File: src/rtl/oled_serial_receiver.sv
// oled_serial_receiver: AHB-Lite slave that captures bytes from a 4-wire
// OLED-style serial interface (nCS, DnC, SDIN, SCLK) into a receive FIFO.
// Optional build macro OLED_RX_IRQ_EN adds the IRQ output and CTRL.irq_en.
module oled_serial_receiver #(
    parameter int unsigned FIFO_DEPTH = 8
) (
    input  logic        HCLK,
    input  logic        HRESETn,
    input  logic        HSEL,
    input  logic        HREADY,
    input  logic        HWRITE,
    input  logic [31:0] HADDR,
    input  logic [31:0] HWDATA,
    input  logic [2:0]  HSIZE,
    input  logic [1:0]  HTRANS,
    output logic [31:0] HRDATA,
    output logic        HREADYOUT,
    input  logic        nCS,
    input  logic        DnC,
    input  logic        SDIN,
    input  logic        SCLK
`ifdef OLED_RX_IRQ_EN
    ,
    output logic        IRQ
`endif
);

    localparam int unsigned PW     = (FIFO_DEPTH > 1) ? $clog2(FIFO_DEPTH) : 1;
    localparam logic [4:0]  DEPTH5 = 5'(FIFO_DEPTH);

    typedef enum logic [1:0] {
        ADDR_RXDATA = 2'd0,
        ADDR_STATUS = 2'd1,
        ADDR_CTRL   = 2'd2,
        ADDR_RSVD   = 2'd3
    } reg_addr_e;

    // Registered AHB address phase
    reg_addr_e       addr_q;
    logic            wr_q;
    logic            act_q;

    // Input synchronizers
    logic            ncs_meta_q, ncs_s_q;
    logic            dnc_meta_q, dnc_s_q;
    logic            sdin_meta_q, sdin_s_q;
    logic            sclk_meta_q, sclk_s_q, sclk_prev_q;

    // Receive datapath and FIFO state
    logic [7:0]      shift_q, shift_d;
    logic [2:0]      bitcnt_q, bitcnt_d;
    logic [PW-1:0]   wptr_q, wptr_d;
    logic [PW-1:0]   rptr_q, rptr_d;
    logic [4:0]      count_q, count_d;
    logic            ovf_q, ovf_d;
    logic            enable_q, enable_d;
    logic [8:0]      mem_q [FIFO_DEPTH];

    logic            irq_en_rd;
`ifdef OLED_RX_IRQ_EN
    logic            irq_en_q, irq_en_d;
    logic            irq_q;
`endif

    logic            rd_phase, wr_phase, ctrl_wr, flush;
    logic            empty, full, pop, push_req, push, sclk_rise;
    logic [8:0]      push_data;

    logic            unused_ok;
    assign unused_ok = ^{HSIZE, HADDR[31:4], HADDR[1:0], HWDATA[31:2]};

    assign HREADYOUT = 1'b1;

    // Capture AHB address phase for action in the following data phase
    always_ff @(posedge HCLK or negedge HRESETn) begin
        if (!HRESETn) begin
            addr_q <= ADDR_RXDATA;
            wr_q   <= 1'b0;
            act_q  <= 1'b0;
        end else begin
            act_q <= HSEL && HREADY && HTRANS[1];
            if (HSEL && HREADY && HTRANS[1]) begin
                addr_q <= reg_addr_e'(HADDR[3:2]);
                wr_q   <= HWRITE;
            end
        end
    end

    // Two-flop synchronizers for the serial pins plus SCLK history for edge detect
    always_ff @(posedge HCLK or negedge HRESETn) begin
        if (!HRESETn) begin
            ncs_meta_q  <= 1'b1;
            ncs_s_q     <= 1'b1;
            dnc_meta_q  <= 1'b0;
            dnc_s_q     <= 1'b0;
            sdin_meta_q <= 1'b0;
            sdin_s_q    <= 1'b0;
            sclk_meta_q <= 1'b0;
            sclk_s_q    <= 1'b0;
            sclk_prev_q <= 1'b0;
        end else begin
            ncs_meta_q  <= nCS;
            ncs_s_q     <= ncs_meta_q;
            dnc_meta_q  <= DnC;
            dnc_s_q     <= dnc_meta_q;
            sdin_meta_q <= SDIN;
            sdin_s_q    <= sdin_meta_q;
            sclk_meta_q <= SCLK;
            sclk_s_q    <= sclk_meta_q;
            sclk_prev_q <= sclk_s_q;
        end
    end

    // Next-state logic: bit shifting, FIFO push/pop/flush, control register
    always_comb begin
        rd_phase  = act_q && !wr_q;
        wr_phase  = act_q && wr_q;
        empty     = (count_q == 5'd0);
        full      = (count_q == DEPTH5);
        sclk_rise = sclk_s_q && !sclk_prev_q;
        ctrl_wr   = wr_phase && (addr_q == ADDR_CTRL);
        flush     = ctrl_wr && HWDATA[1];
        pop       = rd_phase && (addr_q == ADDR_RXDATA) && !empty;

        shift_d   = shift_q;
        bitcnt_d  = bitcnt_q;
        push_req  = 1'b0;
        if (!enable_q || ncs_s_q) begin
            shift_d  = '0;
            bitcnt_d = '0;
        end else if (sclk_rise) begin
            shift_d  = {shift_q[6:0], sdin_s_q};
            bitcnt_d = bitcnt_q + 3'd1;
            push_req = (bitcnt_q == 3'd7);
        end
        push_data = {dnc_s_q, shift_d};

        // A full FIFO still accepts a push when a pop frees a slot this cycle
        push  = push_req && (!full || pop) && !flush;
        ovf_d = ovf_q;
        if (push_req && full && !pop) begin
            ovf_d = 1'b1;
        end

        wptr_d  = push ? (wptr_q + PW'(1)) : wptr_q;
        rptr_d  = pop  ? (rptr_q + PW'(1)) : rptr_q;
        count_d = count_q;
        if (push && !pop) begin
            count_d = count_q + 5'd1;
        end else if (pop && !push) begin
            count_d = count_q - 5'd1;
        end

        enable_d = ctrl_wr ? HWDATA[0] : enable_q;
`ifdef OLED_RX_IRQ_EN
        irq_en_d = ctrl_wr ? HWDATA[2] : irq_en_q;
`endif

        if (flush) begin
            wptr_d   = '0;
            rptr_d   = '0;
            count_d  = '0;
            ovf_d    = 1'b0;
            bitcnt_d = '0;
            shift_d  = '0;
        end
    end

    // State registers
    always_ff @(posedge HCLK or negedge HRESETn) begin
        if (!HRESETn) begin
            shift_q  <= '0;
            bitcnt_q <= '0;
            wptr_q   <= '0;
            rptr_q   <= '0;
            count_q  <= '0;
            ovf_q    <= 1'b0;
            enable_q <= 1'b0;
`ifdef OLED_RX_IRQ_EN
            irq_en_q <= 1'b0;
            irq_q    <= 1'b0;
`endif
        end else begin
            shift_q  <= shift_d;
            bitcnt_q <= bitcnt_d;
            wptr_q   <= wptr_d;
            rptr_q   <= rptr_d;
            count_q  <= count_d;
            ovf_q    <= ovf_d;
            enable_q <= enable_d;
`ifdef OLED_RX_IRQ_EN
            irq_en_q <= irq_en_d;
            irq_q    <= irq_en_q && (!empty || ovf_q);
`endif
        end
    end

    // FIFO storage; contents are qualified by count so no reset is needed
    always_ff @(posedge HCLK) begin
        if (push) begin
            mem_q[wptr_q] <= push_data;
        end
    end

`ifdef OLED_RX_IRQ_EN
    assign irq_en_rd = irq_en_q;
    assign IRQ       = irq_q;
`else
    assign irq_en_rd = 1'b0;
`endif

    // Read data mux, driven only during a registered read data phase
    always_comb begin
        HRDATA = '0;
        if (rd_phase) begin
            unique case (addr_q)
                ADDR_RXDATA: HRDATA = empty ? 32'd0 : {23'd0, mem_q[rptr_q]};
                ADDR_STATUS: HRDATA = {24'd0, count_q, ovf_q, full, empty};
                ADDR_CTRL:   HRDATA = {29'd0, irq_en_rd, 1'b0, enable_q};
                default:     HRDATA = '0;
            endcase
        end
    end

endmodule

File: config.mk
export PLATFORM = sky130hd
export DESIGN_NAME = oled_serial_receiver
export DESIGN_NICKNAME = d
export VERILOG_FILES = /design/src/rtl/oled_serial_receiver.sv
export SDC_FILE = /design/constraint.sdc
export NUM_CORES = 1
export LEC_CHECK = 0
export ABC_AREA = 0
export CAP_MARGIN = 15
export CORE_MARGIN = 2
export CORE_UTILIZATION = 50
export DETAILED_ROUTE_END_ITERATION = 12
export PLACE_DENSITY = 0.86
export RECOVER_POWER = 25
export SLEW_MARGIN = 10
export SYNTH_ARGS = -nofsm -noshare
export SYNTH_HDL_FRONTEND = slang
export SYNTH_SLANG_ARGS = --single-unit
File: constraint.sdc
create_clock -name HCLK -period 4 [get_ports HCLK]
set_clock_uncertainty 0.05 [all_clocks]
set_input_delay 0.6 -clock HCLK [delete_from_list [all_inputs] [get_ports HCLK]]
set_output_delay 0.6 -clock HCLK [all_outputs]
set_load 0.1 [all_outputs]
## After elaboration in Yosys (flattened, before gate mapping)

Memories as Yosys holds them, arrays and structs flattened.
Cells that the tools add are included.
Widths: inputs -> output; s select.

| word-level totals | value |
|---|---|
| bits of input ports | 78 |
| output and inout bits | 33 |
| memory bits (writable) | 72 |
| logic and storage cells | 83 |
| memories kept | 1 |
| register bits | 37 |

| cells by class | value |
|---|---|
| reductions and logical operators | 32 |
| $add $sub $neg | 5 |
| eq/ne operators | 4 |
| muxes and demuxes | 22 |

Memory list:

| memory | words | width | rd ports | clocked after memory_dff | wr ports | RTL line | source |
|---|---|---|---|---|---|---|---|
| mem_q | 8 | 9 | 1 | 0 | 1 | 57 | `logic [8:0] mem_q [FIFO_DEPTH];` |

Operators with widths:

| operator | number |
|---|---|
| $pmux 9 s3 | 1 |
| $mux 8 | 3 |
| $mux 3 | 7 |
| $mux 9 | 2 |
| $logic_and 1x1->1 | 15 |
| $mux 5 | 3 |
| $add 3x1->3 const B | 3 |
| $logic_not 1->1 | 8 |
| $mux 1 | 6 |
| $reduce_bool 2->1 | 3 |
| $reduce_bool 3->1 | 2 |
| $add 5x1->5 const B | 1 |
| $eq 5x4->1 const B | 1 |
| $logic_not 5->1 | 1 |
| $sub 5x1->5 const B | 1 |
| $eq 3x3->1 const B | 1 |
| $eq 2x1->1 const B | 1 |
| $eq 2x2->1 const B | 1 |
| $logic_not 2->1 | 1 |
| $logic_or 1x1->1 | 2 |

## Longest topological paths before layout

Gate-level depths: netlist (run 1).

| depth | value |
|---|---|
| depth in word-level cells | 12 |
| gate-level depth with buffers | 11 |
| depth with buffers taken out | 11 |

## Worst setup path before layout (run 1)

Ideal clock, no wire load.

| timing | value |
|---|---|
| path type | register -> output |
| start point | register rptr_q[1] |
| end point | output HRDATA[1] |
| setup slack | -0.804 ns |
| stages on the path, launching flop included | 8 |
| required time | 3.350 ns |
| path buffers | 2 |
| arrival | 4.154 ns |
| cell sequence | dfrtp_1 -> clkbuf_2 -> clkbuf_1 -> mux4_2 -> mux2i_1 -> nor2_1 -> a21oi_1 -> nor4_1 |

| between the ends | value |
|---|---|
| word-level cells in the longest chain between the ends | 4 |

RTL lines:

| what | RTL line | source |
|---|---|---|
| from (decl) | 53 | `logic [PW-1:0] rptr_q, rptr_d;` |
| from (signal assigned) | 187 | `rptr_q <= rptr_d;` |
| $mem_v2 8x9 | n/a |  |
| $mux 9 | 217 | `ADDR_RXDATA: HRDATA = empty ? 32'd0 : {23'd0, mem_q[rptr_q]};` |
| $pmux 9 s3 | 216 | `unique case (addr_q)` |
| $mux 9 | 215 | `if (rd_phase) begin` |
| to (decl) | 16 | `output logic [31:0] HRDATA,` |

Every way passes these cells.

## Worst setup path after layout (run 1)

| timing | value |
|---|---|
| start point | register rptr_q[0] |
| end point | output HRDATA[1] |

Same word-level chain as after synthesis.

==> metrics, run 1 <==
#FFs+latches synth between 100 and 150; Setup crit start kind register; Primary FF master, synth edfxtp_1; Critical Path Sink Type output port; post-synthesis sequential area ratio roughly 64%; Max Slew Vio Count 38; global route overflow 0; # setup viols final 0; Clock Path Buffers 2; Synth cell types 46; RSZ-0062 raised after global routing no; pwr dens about 500 nW/um^2; dpl cells about 480; die width between 100 and 150 um; clock sinks about 110; Port Buf Inserts 22; TritonCTS buffer count 9; worst-margin pin slew approximately 2.1 ns; core area roughly 9300 um^2; post-route ant nets 0; Clk pwr share 24.8%; met1 usage 24.3%; Starting Density about half; Root Buffer clkbuf_8; # fillers between 700 and 800; gr busiest metal met2; sw frac between 30% and 40%; Max Freq 295 MHz; GRT Overall Usage between 10% and 20%; Reg clk slew, reported paths about 0.11 ns; # IOs approximately 110; Max IR drop VDD between 0.15 and 0.2 mV; Synth Cell Area between 4000 and 5000 um^2; global-route wire length before repair about 14000 um; vias in the first global route 2545; cell internal pwr roughly 1.8 mW; status finished with violations; violated checks capacitance limit, slew limit; Rows 35; async set-reset flop share out of synthesis 33.9%; Worst Setup Path Type reg -> out; Final Hold Viols 0; post-CTS setup buffers 0; synthesized area per cell about 15 um^2; Routed Wire Length 8820 um; Inserted Diodes 0; GR Layer Usage met2 between 20 and 30%; Die ar. around 10000 um^2; Fin Setup TNS 0 ns; worst min path class reg -> reg; Worst Path Required ~3.4 ns; EDFF count, synth between 70 and 80; hpwl dp approximately 6000 um; Placer Congestion slightly above 0.8; area grow syn2layout 10.6%; non-filler instance count after layout between 400 and 500; Die Height between 100 and 150 um; Post-CTS Resized 0; yosys warns 0; GR Layer Usage met3 ~2.5%; fin crit share 84.6%; vias per std cell around 5.4; CTS tree yes; largest net degree at the start of global routing 38; Comb power frac 22.1%; Final #Nets 446; Seq pwr share about 53%; worst-path fanout max 10; htree depth 3; Pleak 1.95 nW; routed wire length per instance around 18 um; Net Sw Power between 0.9 and 1 mW; clk_lat worst skew between 0.3 and 0.4 ns; via count 2673; slew margin rel. -39.5%; # DRC 0; antenna violations before repair 0; Max Cap Viol 1; hold-fix buffers at CTS 0; initial drt markers about 170; drt first pass iters 5; Cells after Synth 328; min Tclk post-route ~3.4 ns; layout cells sized above 1 20.9%; Critical Path AT roughly 2.7 ns
==> power by group through the flow <==
stage / clock network (mW) / logic (mW) / registers (mW)
floorplan: 0 / 0.580 / 1.35
detailed placement: 0 / 0.602 / 1.47
global placement: 0 / 0.580 / 1.46
CTS: 0.683 / 0.607 / 1.44
global route: 0.717 / 0.661 / 1.46
finish: 0.673 / 0.600 / 1.44
==> kinds of logic (layout without fill, tap and decap cells) <==
kind of cell    count (synthesis)  in the layout  share of synthesized area, %
compound gates                 31             31                          4.55
xor+xnor                        8              8                          1.45
flops                         109            109                          64.2
mux                            33             33                          11.8
buf+inv                        40             54                          5.12
simple gates                   96             96                          10.3
other cells                     2             24                         0.156
fa+ha+maj                       9              9                          2.49
==> per-layer routing <==
| metal | wire [um] | up-vias |
|---|---|---|
| li1 | - | 1222 |
| met1 | 3700 | 1359 |
| met2 | 4560 | 78 |
| met3 | 363 | 14 |
| met4 | 202 | 0 |
| met5 | 0 | - |
==> worst max-delay path, stage by stage (launching register included) <==
cell	delay [ns]
dfrtp_1	0.75
buf_4	0.28
mux4_2	0.51
mux2i_1	0.28
nor2_1	0.07
a21oi_1	0.16
nor4_2	0.06
buf_4	0.25
==> Yosys cell counts (2+ instances only) <==
| library cell | count | area [um^2] |
|---|---|---|
| and3_1 | 2 | 12.5 |
| o21ai_0 | 4 | 20.0 |
| mux4_2 | 18 | 405 |
| buf_4 | 25 | 188 |
| mux2_2 | 11 | 124 |
| a21o_1 | 2 | 15.0 |
| nor4_1 | 2 | 12.5 |
| a21oi_1 | 12 | 60.1 |
| clkbuf_1 | 7 | 26.3 |
| nor2b_1 | 3 | 18.8 |
| nor3_1 | 5 | 25.0 |
| edfxtp_1 | 72 | 2160 |
| dfstp_2 | 2 | 52.6 |
| a22oi_1 | 6 | 45.0 |
| nor2_1 | 28 | 105 |
| conb_1 | 2 | 7.51 |
| xor2_1 | 3 | 26.3 |
| mux2i_1 | 4 | 40.0 |
| buf_1 | 3 | 11.3 |
| xnor2_1 | 5 | 43.8 |
| ha_1 | 8 | 100 |
| dfrtp_1 | 35 | 876 |
| inv_1 | 3 | 11.3 |
| nand2b_1 | 5 | 31.3 |
| nand2_1 | 27 | 101 |
| and2_1 | 9 | 56.3 |
| nand3_1 | 6 | 30.0 |
==> final timing paths <==
check                           depth (start not counted)        start  slack (ns)          to
worst max-delay path                                    7    rptr_q[0]        0.61   HRDATA[1]
worst min-delay path                                    0  sclk_meta_q        0.31    sclk_s_q
worst max register to register                          9    addr_q[0]        0.63  count_q[4]
worst min register to register                          0  sclk_meta_q        0.31    sclk_s_q
max in group asynchronous                               1      HRESETn        1.95  shift_q[0]
min in group asynchronous                               1      HRESETn        0.75  dnc_meta_q
==> stage by stage <==
stage / util, % / total power [mW] / setup slack [ns] / hold WS (ns) / cell area [um^2]
after floorplan: - / 1.93 / 0.378 / 0.254 / 4910
after global placement: 55.2 / 2.04 / 0.733 / 0.284 / 5120
after detailed placement: 55.2 / 2.07 / 0.663 / 0.287 / 5120
after CTS: 57.4 / 2.73 / 0.550 / 0.287 / 5330
after global routing: 57.4 / 2.84 / 0.376 / 0.316 / 5330
final: 57.4 / 2.71 / 0.615 / 0.310 / 5330
==> cell usage in the layout, fill, tap and decap left out, drive strengths merged, types with 2 or more instances in the layout <==
cell	Yosys	routed
nor2b	3	3
dfrtp	35	35
xor2	3	3
a21o	2	2
nor3	5	5
clkbuf	8	10
mux4	18	18
nor4	3	3
nand2b	5	5
nand2	27	27
clkdlybuf4s50	0	7
nand3	6	6
mux2	11	11
xnor2	5	5
and3	2	2
a311oi	2	2
edfxtp	72	72
dlygate4sd3	0	5
buf	29	22
and2	9	9
a21oi	12	12
inv	3	9
dfstp	2	2
a22oi	6	6
conb	2	24
mux2i	4	4
nor2	28	28
ha	8	8
o21ai	5	5
==> sequential cells by signal, summed over array words and instances (netlist names), 2 cells and up <==
signal and count:
mem_q 72, count_q 5, rptr_q 3, addr_q 2, shift_q 8, bitcnt_q 3
wptr_q 3
==> layout make-up <==
class / instances / area, um^2 / share of cell area (%)
clock buffers: 9 / 124 / 2.33
inverters: 3 / 11.3 / 0.211
repair buffers: 35 / 289 / 5.43
well taps: 129 / 161 / 3.03
multi-input cells: 201 / 1570 / 29.5
flip-flops and latches: 109 / 3090 / 58.0
clock inverters: 7 / 81.3 / 1.53
No activity file was read; power rests on OpenSTA's default activity.
==> inputs of run 2 (changes only) <==
--- a/config.mk
+++ b/config.mk
@@ -8,9 +8,9 @@
 export ABC_AREA = 0
 export CAP_MARGIN = 15
 export CORE_MARGIN = 2
-export CORE_UTILIZATION = 50
+export CORE_UTILIZATION = 45
 export DETAILED_ROUTE_END_ITERATION = 12
-export PLACE_DENSITY = 0.86
+export PLACE_DENSITY = 0.82
 export RECOVER_POWER = 25
 export SLEW_MARGIN = 10
 export SYNTH_ARGS = -nofsm -noshare
==> constraint.sdc (replaced) <==
create_clock -name HCLK -period 2.8 [get_ports HCLK]
set_clock_uncertainty 0.05 [all_clocks]
set_input_delay 0.42 -clock HCLK [delete_from_list [all_inputs] [get_ports HCLK]]
set_output_delay 0.42 -clock HCLK [all_outputs]
set_load 0.1 [all_outputs]
==> metrics, run 2 (same netlist as run 1, synthesis figures left out) <==
Worst path max stage delay 0.56 ns (-0.19 ns); via count 2761 (+3.3%); Top Registers mem_q: 72 flops, shift_q: 8 flops, count_q: 5 flops; TritonCTS buffer count 9 (unchanged); cells along the critical path or4b_4 -> a311oi_4 -> nand3_2 -> fa_2 -> a21o_1 -> a21o_1 -> and3_4 -> nor3_2 -> nor3b_2; FF-to-FF Start addr_q[1]; # DRC 0 (unchanged); Max Cap Viol 1 (unchanged); Starting Density 46.5% (-5.4 points); largest net degree at the start of global routing 38 (unchanged); Die Height 107 um (+5.2%); Reg clk slew, reported paths 0.10 ns (about the same); global-route wire length before repair 14800 um (+7.6%); Buffers & Inverters on Critical Path 0 (-2); Critical R2R Capture count_q[4]; hold path start dnc_meta_q; Die ar. 11500 um^2 (+11%); hpwl dp 6320 um (+5.2%); Inserted Diodes 0 (unchanged); clock sinks 109 (unchanged); GRT Overall Usage 17.4% (-0.81 points); Hold EP dnc_s_q; slew margin rel. -33.1% (+6.4 points); worst-path fanout max 4 (-6); status finished with violations; commonest non-fill, non-tap cell in the layout edfxtp_1; # IOs 111 (unchanged); vias per std cell 5.32 (-1.9%); Hold Path Depth 0 (unchanged); Setup crit start kind register; htree depth 3 (unchanged); Clock Path Buffers 2 (unchanged); drt first pass iters 4 (-1); clk_lat worst skew 0.37 ns (about the same); top cell family by delay on the critical path simple AND/OR/NAND/NOR gates; RSZ-0062 raised after global routing yes; Top reg by flops mem_q; Placer Congestion 0.810 (-2.0%); Final Hold Viols 0 (unchanged); area grow syn2layout 18.0%; FF-to-FF path depth 9 (unchanged); min Tclk post-route around 2.8 ns; Max Freq approximately 350 MHz; core area 10400 um^2 (+12%); Crit-path slowest cell or4b_4; Final WS setup -0.0473 ns (-0.662 ns); layout cells sized above 1 30.8% (+9.9 points); antenna violations before repair 0 (unchanged); Routed Wire Length 9180 um (+4.0%); # setup viols final 1 (+1); Setup Slack @ Placement -0.0522 ns (-0.715 ns); global route overflow 0 (unchanged); Root Buffer clkbuf_8; most frequent CP cell a21o_1; worst min path class reg -> reg; die width 107 um (+5.2%); worst-margin pin slew 2.00 ns (-0.0961 ns); Worst Path Required 3.00 ns (-0.35 ns); post-route ant nets 0 (unchanged); Worst Setup Path Type reg -> reg; Max Slew Vio Count 38 (unchanged); Port Buf Inserts 22 (unchanged); vias in the first global route 2818 (+11%); Crit path depth 9 (+2); most frequent cells in the layout edfxtp_1 (72), dfrtp_1 (33), buf_4 (30), nand2_1 (27), conb_1 (24); pwr dens 705 nW/um^2 (+38%); Fin Setup TNS -0.0473 ns (-0.0473 ns); CTS tree yes; Max IR drop VDD 0.427 mV (+120%); Critical Path Sink Type register; setup slack, reg-to-reg -0.05 ns (-0.68 ns); initial drt markers 167 (-4.0%); Final #Nets 465 (+4.3%); routed wire length per instance 17.7 um (-1.2%); Pleak 2.04 nW (+4.6%); violated checks capacitance limit, slew limit, setup timing; Critical Path AT 3.05 ns (+0.31 ns); Rows 37 (+5.7%); fin crit share 102%; max FFs per register 72 (unchanged)
[run 2: cell count changes in the layout (fill, tap and decap cells not counted), moves of 3 or more]
cell     change
buf_12       +9
nor2_1       -9
buf_4        +8
nor2_2       +8
a22oi_1      -3
a22oi_2      +3
nor3_1       -3
[run 2: power breakdown]
group | total (mW) | switching (mW) | internal [mW]
clock | 0.867 | 0.502 | 0.364
sequential | 1.95 | 0.150 | 1.80
combinational | 1.19 | 0.646 | 0.541
total | 4.01 | 1.30 | 2.71
[run 2: area by class of cell]
class | count | area (um^2)
Multi-Input combinational cell | 201 | 1680
Fill cell | 788 | 4690
Clock inverter | 3 | 21.3
Sequential cell | 109 | 3090
Tap cell | 136 | 170
Timing Repair Buffer | 54 | 556
Inverter | 3 | 11.3
Clock buffer | 13 | 154
[run 2: metal layers]
| metal | track usage [%] | vias to the layer above | wire length, um |
|---|---|---|---|
| met3 | 4.12 | 13 | 439 |
| li1 | - | 1255 | - |
| met1 | 21.9 | 1394 | 3740 |
| met4 | 6.87 | 0 | 160 |
| met2 | 29.2 | 99 | 4840 |
| met5 | 0 | - | 0 |
[run 2: stage by stage]
step           cells  hold slack, ns  cell area [um^2]  total power, mW  utilization, %
4_1_cts          518           0.115              5610             3.96            54.1
3_5_place_dp     499           0.288              5390             3.07            52.0
2_1_floorplan    350          0.0744              4940             2.79               -
3_3_place_gp     499           0.285              5390             3.03            52.0
6_report         519           0.307              5680             4.01            54.8
5_1_grt          519           0.319              5680             4.20            54.8
[run 2: how the worst max path moves through the flow]
stage | endpoint | slack (ns) | from
after global placement | count_q[4] | -0.00005 | wr_q
after detailed placement | count_q[4] | -0.05 | wr_q
after CTS | HRDATA[3] | 0.004 | rptr_q[0]
final | count_q[4] | -0.05 | addr_q[1]
after floorplan | count_q[4] | -0.18 | addr_q[0]
after global routing | count_q[4] | -0.15 | addr_q[1]
[run 2: timing repair]
action	4_1_cts	5_1_grt
resized for setup	7	14
buffers inserted	3	1
pin swaps	2	7
hold buffers	0	0
endpoints found under the setup margin	9	8
[run 2: worst register-to-register path, delay by kind of cell (launching register included)]
| kind | cells | cell delay (ns) |
|---|---|---|
| and+or+nand+nor | 5 | 1.18 |
| DFF | 1 | 0.40 |
| AOI/OAI and AO/OA | 3 | 0.70 |
| adders and majority gates | 1 | 0.39 |
==> inputs of run 3 (changes only) <==
--- a/config.mk
+++ b/config.mk
@@ -8,11 +8,12 @@
 export ABC_AREA = 0
 export CAP_MARGIN = 15
 export CORE_MARGIN = 2
-export CORE_UTILIZATION = 45
+export CORE_UTILIZATION = 37
 export DETAILED_ROUTE_END_ITERATION = 12
-export PLACE_DENSITY = 0.82
+export PLACE_DENSITY = 0.7
 export RECOVER_POWER = 25
 export SLEW_MARGIN = 10
 export SYNTH_ARGS = -nofsm -noshare
 export SYNTH_HDL_FRONTEND = slang
 export SYNTH_SLANG_ARGS = --single-unit
+export TNS_END_PERCENT = 30
==> metrics, run 3 (same netlist as run 1, synthesis figures left out) <==
status finished with violations; violated checks capacitance limit, slew limit; die width 118 um (+9.9%); GRT Overall Usage 14.0% (-3.4 points); global-route wire length before repair 14800 um (-0.51%); TritonCTS buffer count 9 (unchanged); Top Registers mem_q: 72 flops, shift_q: 8 flops, count_q: 5 flops; Worst Path Required 2.96 ns (-0.04 ns); max FFs per register 72 (unchanged); Placer Congestion 0.819 (+1.1%); clock sinks 109 (unchanged); drt first pass iters 5 (+1); # fillers 1093 (+39%); Starting Density 38.0% (-8.4 points); pwr dens 742 nW/um^2 (+5.3%); Finished Core Util 46.0% (-8.8 points); Setup crit start kind register; clk_lat worst skew 0.34 ns (-0.03 ns); htree depth 3 (unchanged); Rows 41 (+11%); core area 12700 um^2 (+22%); fin crit share 99.4% (-2.3 points); Critical Path Sink Type register; # setup viols final 0 (-1); commonest non-fill, non-tap cell in the layout edfxtp_1; vias per std cell 4.94 (-7.2%); antenna violations before repair 0 (unchanged); Min Hold Slack 0.299 ns (-0.00785 ns); # DRC 0 (unchanged); global route overflow 0 (unchanged); Reg clk slew, reported paths 0.07 ns (-0.03 ns); worst-path fanout max 2 (-2); Clock Path Buffers 2 (unchanged); Root Buffer clkbuf_16; routed wire length per instance 16.9 um (-4.7%); hpwl dp 6110 um (-3.3%); Max IR drop VDD 0.435 mV (+1.8%); Max Cap Viol 1 (unchanged); Worst Setup Path Type reg -> reg; post-route ant nets 0 (unchanged); CTS tree yes; RSZ-0062 raised after global routing yes; Final Hold Viols 0 (unchanged); area grow syn2layout 21.1%; Die ar. 13900 um^2 (+21%); slew margin rel. -33.8% (-0.79 points); most frequent cells in the layout edfxtp_1 (72), dfrtp_1 (33), buf_4 (30), nand2_1 (27); fin area 5830 um^2 (+2.6%); Critical Path AT 2.95 ns (-0.10 ns); Max Slew Vio Count 38 (unchanged); Fin Setup TNS 0 ns (+0.0473 ns); # IOs 111 (unchanged); Max Freq 359 MHz (+2.3%); Pleak 2.10 nW (+2.8%); via count 2746 (-0.54%); Post-DP Area 5430 um^2 (+0.74%); min Tclk post-route 2.78 ns (-0.0631 ns); Port Buf Inserts 22 (unchanged); Inserted Diodes 0 (unchanged); worst min path class reg -> reg; layout cells sized above 1 28.6% (-2.2 points); initial drt markers 175 (+4.8%); total power 4.33 mW (+8.0%); Top reg by flops mem_q; worst-margin pin slew 2.01 ns (+0.0118 ns); vias in the first global route 2699 (-4.2%); Die Height 118 um (+9.9%); Routed Wire Length 9370 um (+2.1%); largest net degree at the start of global routing 38 (unchanged); Final #Nets 466 (+0.22%)
-- run 3: what timing repair did --
| item | in CTS | in global routing |
|---|---|---|
| setup buffers | 0 | 4 |
| hold buffers | 0 | 0 |
| gates resized for setup | 6 | 13 |
| pin swaps | 2 | 6 |
| endpoints found under the setup margin | 7 | 8 |
| gates cloned | 0 | 1 |
-- run 3: final cells by class --
type / count / area (um^2) / area share [%]
Clock buffer: 11 / 233 / 3.99
Clock inverter: 5 / 36.3 / 0.622
Inverter: 3 / 11.3 / 0.193
Multi-Input combinational cell: 201 / 1660 / 28.4
Sequential cell: 109 / 3100 / 53.1
Tap cell: 172 / 215 / 3.69
Timing Repair Buffer: 55 / 586 / 10.0
-- run 3: final timing paths --
path                            start         end  slack, ns  depth (start not counted)
setup / recovery            addr_q[1]  count_q[4]       0.02                          9
hold / removal             dnc_meta_q     dnc_s_q       0.30                          0
setup reg to reg            addr_q[1]  count_q[4]       0.02                          9
hold reg to reg            dnc_meta_q     dnc_s_q       0.30                          0
max in group asynchronous     HRESETn   rptr_q[1]       0.70                          1
min in group asynchronous     HRESETn  count_q[2]       0.58                          1
-- run 3: worst max-delay path: stages (launching register included) --
cell,delay [ns]
dfrtp_1,0.39
or4b_4,0.57
a311oi_4,0.34
nand3_2,0.14
fa_2,0.37
a21o_1,0.18
a21o_1,0.18
nor3_2,0.23
o21ai_1,0.07
nor3b_2,0.14
-- run 3: power by group --
group	internal [mW]	switching (mW)	total [mW]
logic	0.560	0.634	1.19
registers	1.81	0.168	1.98
clock network	0.609	0.550	1.16
-- run 3: metrics by stage --
stage | instances | worst slack (ns)
3_3_place_gp | 535 | -0.0210
3_5_place_dp | 535 | -0.0645
5_1_grt | 556 | -0.136
4_1_cts | 551 | -0.0256
2_1_floorplan | 350 | -0.267
6_report | 556 | 0.0157
-- run 3: routing by layer --
layer  wire, um  up-vias  global-route usage [%]  part of all wire [%]
met1       3970     1393                    17.4                    42
met3        342       16                    2.71                   3.6
met2       4820       75                    23.5                    51
li1           -     1262                       -                     -
met5          0        -                       0                     0
met4        238        0                    6.78                   2.5
